$ cat src/rtl/sdram_dma_pkg.sv
// Shared types and default constants for the SDRAM DMA initiator.
package sdram_dma_pkg;

    localparam int unsigned ADDR_W        = 23;
    localparam int unsigned DATA_W        = 32;
    localparam int unsigned LEN_W         = 10;
    localparam int unsigned TIMEOUT_LIMIT = 255;
    localparam int unsigned TMO_W         = 8;

    typedef enum logic [2:0] {
        IDLE,
        ISSUE,
        GUARD,
        WAIT_RD,
        FIN
    } state_t;

endpackage

$ cat src/rtl/sdram_dma_fifo.sv
// Synchronous read-return FIFO; flush empties it in a single cycle.
module sdram_dma_fifo #(
    parameter int unsigned DEPTH  = 4,
    parameter int unsigned DATA_W = sdram_dma_pkg::DATA_W
) (
    input  logic                    clk,
    input  logic                    rst,
    input  logic                    flush,
    input  logic                    push,
    input  logic [DATA_W-1:0]       push_data,
    input  logic                    pop,
    output logic [DATA_W-1:0]       pop_data,
    output logic                    full,
    output logic                    empty,
    output logic [$clog2(DEPTH):0]  count
);
    localparam int unsigned PTR_W = $clog2(DEPTH);
    localparam int unsigned CNT_W = PTR_W + 1;

    logic [DATA_W-1:0] mem [DEPTH];
    logic [PTR_W-1:0]  wr_ptr;
    logic [PTR_W-1:0]  rd_ptr;
    logic              push_ok;
    logic              pop_ok;

    assign full     = (count == CNT_W'(DEPTH));
    assign empty    = (count == '0);
    assign push_ok  = push && !full;
    assign pop_ok   = pop && !empty;
    assign pop_data = mem[rd_ptr];

    always_ff @(posedge clk or posedge rst) begin
        if (rst) begin
            wr_ptr <= '0;
            rd_ptr <= '0;
            count  <= '0;
            for (int unsigned i = 0; i < DEPTH; i++) begin
                mem[PTR_W'(i)] <= '0;
            end
        end else if (flush) begin
            wr_ptr <= '0;
            rd_ptr <= '0;
            count  <= '0;
        end else begin
            if (push_ok) begin
                mem[wr_ptr] <= push_data;
                wr_ptr      <= wr_ptr + PTR_W'(1);
            end
            if (pop_ok) begin
                rd_ptr <= rd_ptr + PTR_W'(1);
            end
            case ({push_ok, pop_ok})
                2'b10:   count <= count + CNT_W'(1);
                2'b01:   count <= count - CNT_W'(1);
                default: count <= count;
            endcase
        end
    end

endmodule

$ cat src/rtl/sdram_dma_initiator.sv
// Single-channel DMA initiator issuing one-word requests to the SDRAM controller.
// Define SDRAM_DMA_TIMEOUT_EN to abort reads whose data never returns.
module sdram_dma_initiator #(
    parameter int unsigned ADDR_W     = sdram_dma_pkg::ADDR_W,
    parameter int unsigned DATA_W     = sdram_dma_pkg::DATA_W,
    parameter int unsigned LEN_W      = sdram_dma_pkg::LEN_W,
    parameter int unsigned FIFO_DEPTH = 4
) (
    input  logic              clk,
    input  logic              rst,
    input  logic              start,
    input  logic              dir,
    input  logic [ADDR_W-1:0] base_addr,
    input  logic [LEN_W-1:0]  length,
    output logic              active,
    output logic              done,
    output logic              err,
    input  logic [DATA_W-1:0] s_data,
    input  logic              s_valid,
    output logic              s_ready,
    output logic [DATA_W-1:0] m_data,
    output logic              m_valid,
    input  logic              m_ready,
    output logic [ADDR_W-1:0] user_addr,
    output logic              rw,
    output logic [DATA_W-1:0] data_in,
    input  logic [DATA_W-1:0] data_out,
    input  logic              busy,
    output logic              in_valid,
    input  logic              out_valid
);
    import sdram_dma_pkg::state_t;
    import sdram_dma_pkg::IDLE;
    import sdram_dma_pkg::ISSUE;
    import sdram_dma_pkg::GUARD;
    import sdram_dma_pkg::WAIT_RD;
    import sdram_dma_pkg::FIN;

    localparam int unsigned CNT_W = $clog2(FIFO_DEPTH) + 1;

    state_t            state;
    logic              dir_q;
    logic [ADDR_W-1:0] base_q;
    logic [LEN_W-1:0]  len_q;
    logic [LEN_W-1:0]  idx;
    logic              abort_q;
    logic [CNT_W-1:0]  fifo_count;
    logic              fifo_full;
    logic              fifo_empty;
    logic              fifo_push;
    logic              fifo_pop;
    logic              issue_c;
    logic              last_c;
    logic              timeout_hit;

    // Reads only issue while a FIFO slot is free for the returning word.
    assign issue_c   = (state == ISSUE) && !busy && (dir_q ? s_valid : !fifo_full);
    assign s_ready   = issue_c && dir_q;
    assign last_c    = (idx == len_q - LEN_W'(1));
    assign fifo_push = (state == WAIT_RD) && out_valid && !timeout_hit;
    assign fifo_pop  = !fifo_empty && m_ready;
    assign m_valid   = !fifo_empty;

`ifdef SDRAM_DMA_TIMEOUT_EN
    localparam int unsigned TMO_W = sdram_dma_pkg::TMO_W;
    logic [TMO_W-1:0] tmo_cnt;

    always_ff @(posedge clk or posedge rst) begin
        if (rst) begin
            tmo_cnt <= '0;
        end else if (state != WAIT_RD || out_valid) begin
            tmo_cnt <= '0;
        end else begin
            tmo_cnt <= tmo_cnt + TMO_W'(1);
        end
    end

    assign timeout_hit = (state == WAIT_RD) && !out_valid &&
                         (tmo_cnt == TMO_W'(sdram_dma_pkg::TIMEOUT_LIMIT - 1));
`else
    assign timeout_hit = 1'b0;
`endif

    sdram_dma_fifo #(
        .DEPTH  (FIFO_DEPTH),
        .DATA_W (DATA_W)
    ) u_fifo (
        .clk       (clk),
        .rst       (rst),
        .flush     (timeout_hit),
        .push      (fifo_push),
        .push_data (data_out),
        .pop       (fifo_pop),
        .pop_data  (m_data),
        .full      (fifo_full),
        .empty     (fifo_empty),
        .count     (fifo_count)
    );

    // Transfer sequencer; request strobes and status pulses default low each cycle.
    always_ff @(posedge clk or posedge rst) begin
        if (rst) begin
            state     <= IDLE;
            dir_q     <= 1'b0;
            base_q    <= '0;
            len_q     <= '0;
            idx       <= '0;
            abort_q   <= 1'b0;
            active    <= 1'b0;
            done      <= 1'b0;
            err       <= 1'b0;
            in_valid  <= 1'b0;
            rw        <= 1'b0;
            user_addr <= '0;
            data_in   <= '0;
        end else begin
            in_valid <= 1'b0;
            done     <= 1'b0;
            err      <= 1'b0;
            case (state)
                IDLE: begin
                    if (start) begin
                        dir_q  <= dir;
                        base_q <= base_addr;
                        len_q  <= length;
                        idx    <= '0;
                        if (length == '0) begin
                            state <= FIN;
                        end else begin
                            state  <= ISSUE;
                            active <= 1'b1;
                        end
                    end
                end
                ISSUE: begin
                    if (issue_c) begin
                        in_valid  <= 1'b1;
                        user_addr <= base_q + ADDR_W'(idx);
                        rw        <= dir_q;
                        if (dir_q) begin
                            data_in <= s_data;
                        end
                        state <= dir_q ? GUARD : WAIT_RD;
                    end
                end
                GUARD: begin
                    if (last_c) begin
                        state <= FIN;
                    end else begin
                        idx   <= idx + LEN_W'(1);
                        state <= ISSUE;
                    end
                end
                WAIT_RD: begin
                    if (timeout_hit) begin
                        abort_q <= 1'b1;
                        state   <= FIN;
                    end else if (out_valid) begin
                        if (last_c) begin
                            state <= FIN;
                        end else begin
                            idx   <= idx + LEN_W'(1);
                            state <= ISSUE;
                        end
                    end
                end
                FIN: begin
                    if (abort_q || fifo_count == '0) begin
                        done    <= 1'b1;
                        err     <= abort_q;
                        abort_q <= 1'b0;
                        active  <= 1'b0;
                        state   <= IDLE;
                    end
                end
                default: state <= IDLE;
            endcase
        end
    end

endmodule

$ cat config.mk
export PLATFORM = sky130hd
export DESIGN_NAME = sdram_dma_initiator
export DESIGN_NICKNAME = d
export VERILOG_FILES = /design/src/rtl/sdram_dma_pkg.sv /design/src/rtl/sdram_dma_fifo.sv /design/src/rtl/sdram_dma_initiator.sv
export SDC_FILE = /design/constraint.sdc
export NUM_CORES = 1
export LEC_CHECK = 0
export CELL_PAD_IN_SITES_DETAIL_PLACEMENT = 2
export CELL_PAD_IN_SITES_GLOBAL_PLACEMENT = 2
export CORE_MARGIN = 2
export CORE_UTILIZATION = 35
export DETAILED_ROUTE_END_ITERATION = 16
export GPL_TIMING_DRIVEN = 0
export PLACE_DENSITY = 0.91
export SLEW_MARGIN = 40
export SYNTH_ARGS = -nofsm -noshare
export SYNTH_HDL_FRONTEND = slang
export SYNTH_SLANG_ARGS = --single-unit
export TNS_END_PERCENT = 5
$ cat constraint.sdc
create_clock -name clk -period 10.2 [get_ports clk]
set_input_delay 2.04 -clock clk [delete_from_list [all_inputs] [get_ports clk]]
set_output_delay 2.04 -clock clk [all_outputs]
set_load 0.02 [all_outputs]
==> run metrics <==
Setup violations, final=0; Area contributors post-synth=dfrtp_1, mux2_2, mux4_2; row count=64; met3 wire length=1041 um; Worst Path Arrival=4430 ps; fmax=0.1547 GHz; drt pass-1 iters=4; Synth top area share=54.74%; Worst-path clk slew=60 ps; CTS tree=built; htree depth=1; length of routed wiring on met1=13,580 um; clk buf depth=3; critical setup path kind=in -> out; CORE AREA=30,830 um^2; Num Clock Sinks=241; top post-synthesis cells by count=dfrtp_1, mux2_2, nand2_1; syn nets=1,006; metal2 WL=18,970 um; die height=181.4 um; PwrDens=307.8 nW/um^2; Total GRT Usage=21.14%; worst hold path type=reg -> reg; sequential area share after synthesis=54.74%; io pins=199; final worst-path cycle share=63.39%; share of flip-flops with an asynchronous set or reset=100.0%; Area Growth Syn to Fin=32.19%; Hold Slack=486.3 ps; RSZ-0062 raised after global routing=no; Nets=1,238; crit path time final=6465 ps; Iter 0 DRT Violations=314; Final Hold Fails=0; CTS Hold Bufs=0; syn_area_per_cell=12.49 um^2; die width=181.4 um; Cells after DPL=1,479; element type at the critical path start=input port; most common cell in the netlist=dfrtp_1; dpl hpwl=24,230 um; Crit Path Max Fanout=10; max-slew violations=0; Synth area leader=dfrtp_1; final clock skew=11.44 ps; CTS buffer count=29; residual DRC count=0; max cap viols=0; pin count of the biggest net entering global routing=74; synthesized instance count=882; Top Metal Used=met4; design area=14,560 um^2; ys flop type=dfrtp_1; Port Buffers=197; fin cells=1,531; clk_lat worst skew=550 ps; worst endpoint required time=8160 ps; PostCTS Resize Cnt=0; antenna violations before repair=2; vias in the first global route=9,371; grt ovf=0; final WL=34,340 um; WL/cell=22.43 um; Leak=6.563 nW; Yosys warning count=0; Die ar.=32,910 um^2; initial core utilization=35.73%; crit end category=output pin; Worst Max-Slew Pin Slew=762.2 ps; Synth Cell Area=11,020 um^2; first-pass GRT wire length=54,410 um; worst rel slew slack=49.18%; total number of vias=7,944; # Post-CTS Setup Buffers=0; run status=complete, no violations; routability cong.=0.7727; vias per cell=5.189; Synth cell types=54; dpl cell area=13,600 um^2; Clock Tree Root=clkbuf_16; EDFF count, synth=0; layout cells sized above 1=22.51%; Routed Antenna Nets=0; Peak VDD IR=132.5 uV; synthesized flop and latch total=241
## kinds of logic (layout without fill, tap and decap cells)
group	Yosys count	after routing	synth area share, %
flip-flops	241	241	54.74
AND/OR/NAND/NOR	234	234	9.415
multiplexers	197	197	23.37
AO/OA/AOI/OAI	93	93	5.327
buffers and inverters	66	317	2.351
XOR/XNOR	31	31	2.465
adder cells (fa/ha/maj)	19	19	2.294
other	1	3	0.03404
## worst paths after layout
check,start,endpoint,slack (ps),depth (start not counted)
worst min register to register,user_addr[3],user_addr[3],490,2
worst max-delay path,busy,s_ready,3730,6
min in group asynchronous,rst,u_fifo.mem[7],1900,2
worst min-delay path,user_addr[3],user_addr[3],490,2
worst max register to register,base_q[2],user_addr[19],7190,8
max in group asynchronous,rst,len_q[5],7320,4
## layout by cell type (no fill, tap or decap), types with 7 or more instances in the layout
master | Yosys | routed
nand3_1 | 9 | 9
and3_1 | 7 | 7
xnor2_1 | 17 | 17
xor2_1 | 14 | 14
clkbuf_16 | 0 | 29
nand2b_1 | 7 | 7
nand2_1 | 136 | 136
inv_1 | 26 | 25
ha_1 | 17 | 17
clkbuf_1 | 20 | 28
mux4_2 | 32 | 32
a21oi_1 | 15 | 15
nor2_1 | 33 | 33
clkdlybuf4s50_1 | 0 | 197
mux2_2 | 161 | 161
buf_1 | 18 | 16
or3_1 | 7 | 7
nand4_1 | 7 | 7
o21ai_0 | 40 | 40
dfrtp_1 | 241 | 241
## per-stage QoR
step / worst slack, ps / setup TNS, ps / util (%) / power [mW]
after floorplan: 1544 / 0 / - / 2.627
after global placement: -1736 / -411130 / 43.74 / 3.278
after detailed placement: 3750 / 0 / 44.10 / 3.438
after CTS: 3674 / 0 / 47.20 / 4.540
after global routing: 3523 / 0 / 47.23 / 4.736
final: 3735 / 0 / 47.24 / 4.482
## layout make-up
class,count,area [um^2]
clock inverter,7,117.6
fill,3008,16270
sequential,241,6031
multi-input combinational,575,4745
buffer,40,163.9
inverter,26,105.1
timing repair buffer,201,2062
tap,396,495.5
clock buffer,43,838.3
antenna,2,5.005
## flip-flops by register name, summed over array words and instances (netlist names), 2 cells and up
name	flops
base_q	23
data_in	32
idx	10
len_q	10
state	3
u_fifo.count	3
u_fifo.mem	128
u_fifo.rd_ptr	2
u_fifo.wr_ptr	2
user_addr	23
## per-layer routing
layer | vias up | track usage [%]
met1 | 4169 | 24.47
li1 | 3578 | -
met3 | 46 | 2.788
met2 | 151 | 40.72
met4 | 0 | 5.691
met5 | - | 0
## critical path: stages
cell and delay [ps]:
clkdlybuf4s50_1 400, nor3_1 400, nand3_1 410, clkbuf_1 380
inv_1 140, clkdlybuf4s50_1 650
## where the power goes
group / switching (mW) / internal (mW) / total (mW)
Sequential: 0.274 / 1.33 / 1.61
Combinational: 0.929 / 0.898 / 1.83
Clock: 0.408 / 0.639 / 1.05
Total: 1.61 / 2.87 / 4.48
No activity file was read; power rests on OpenSTA's default activity.
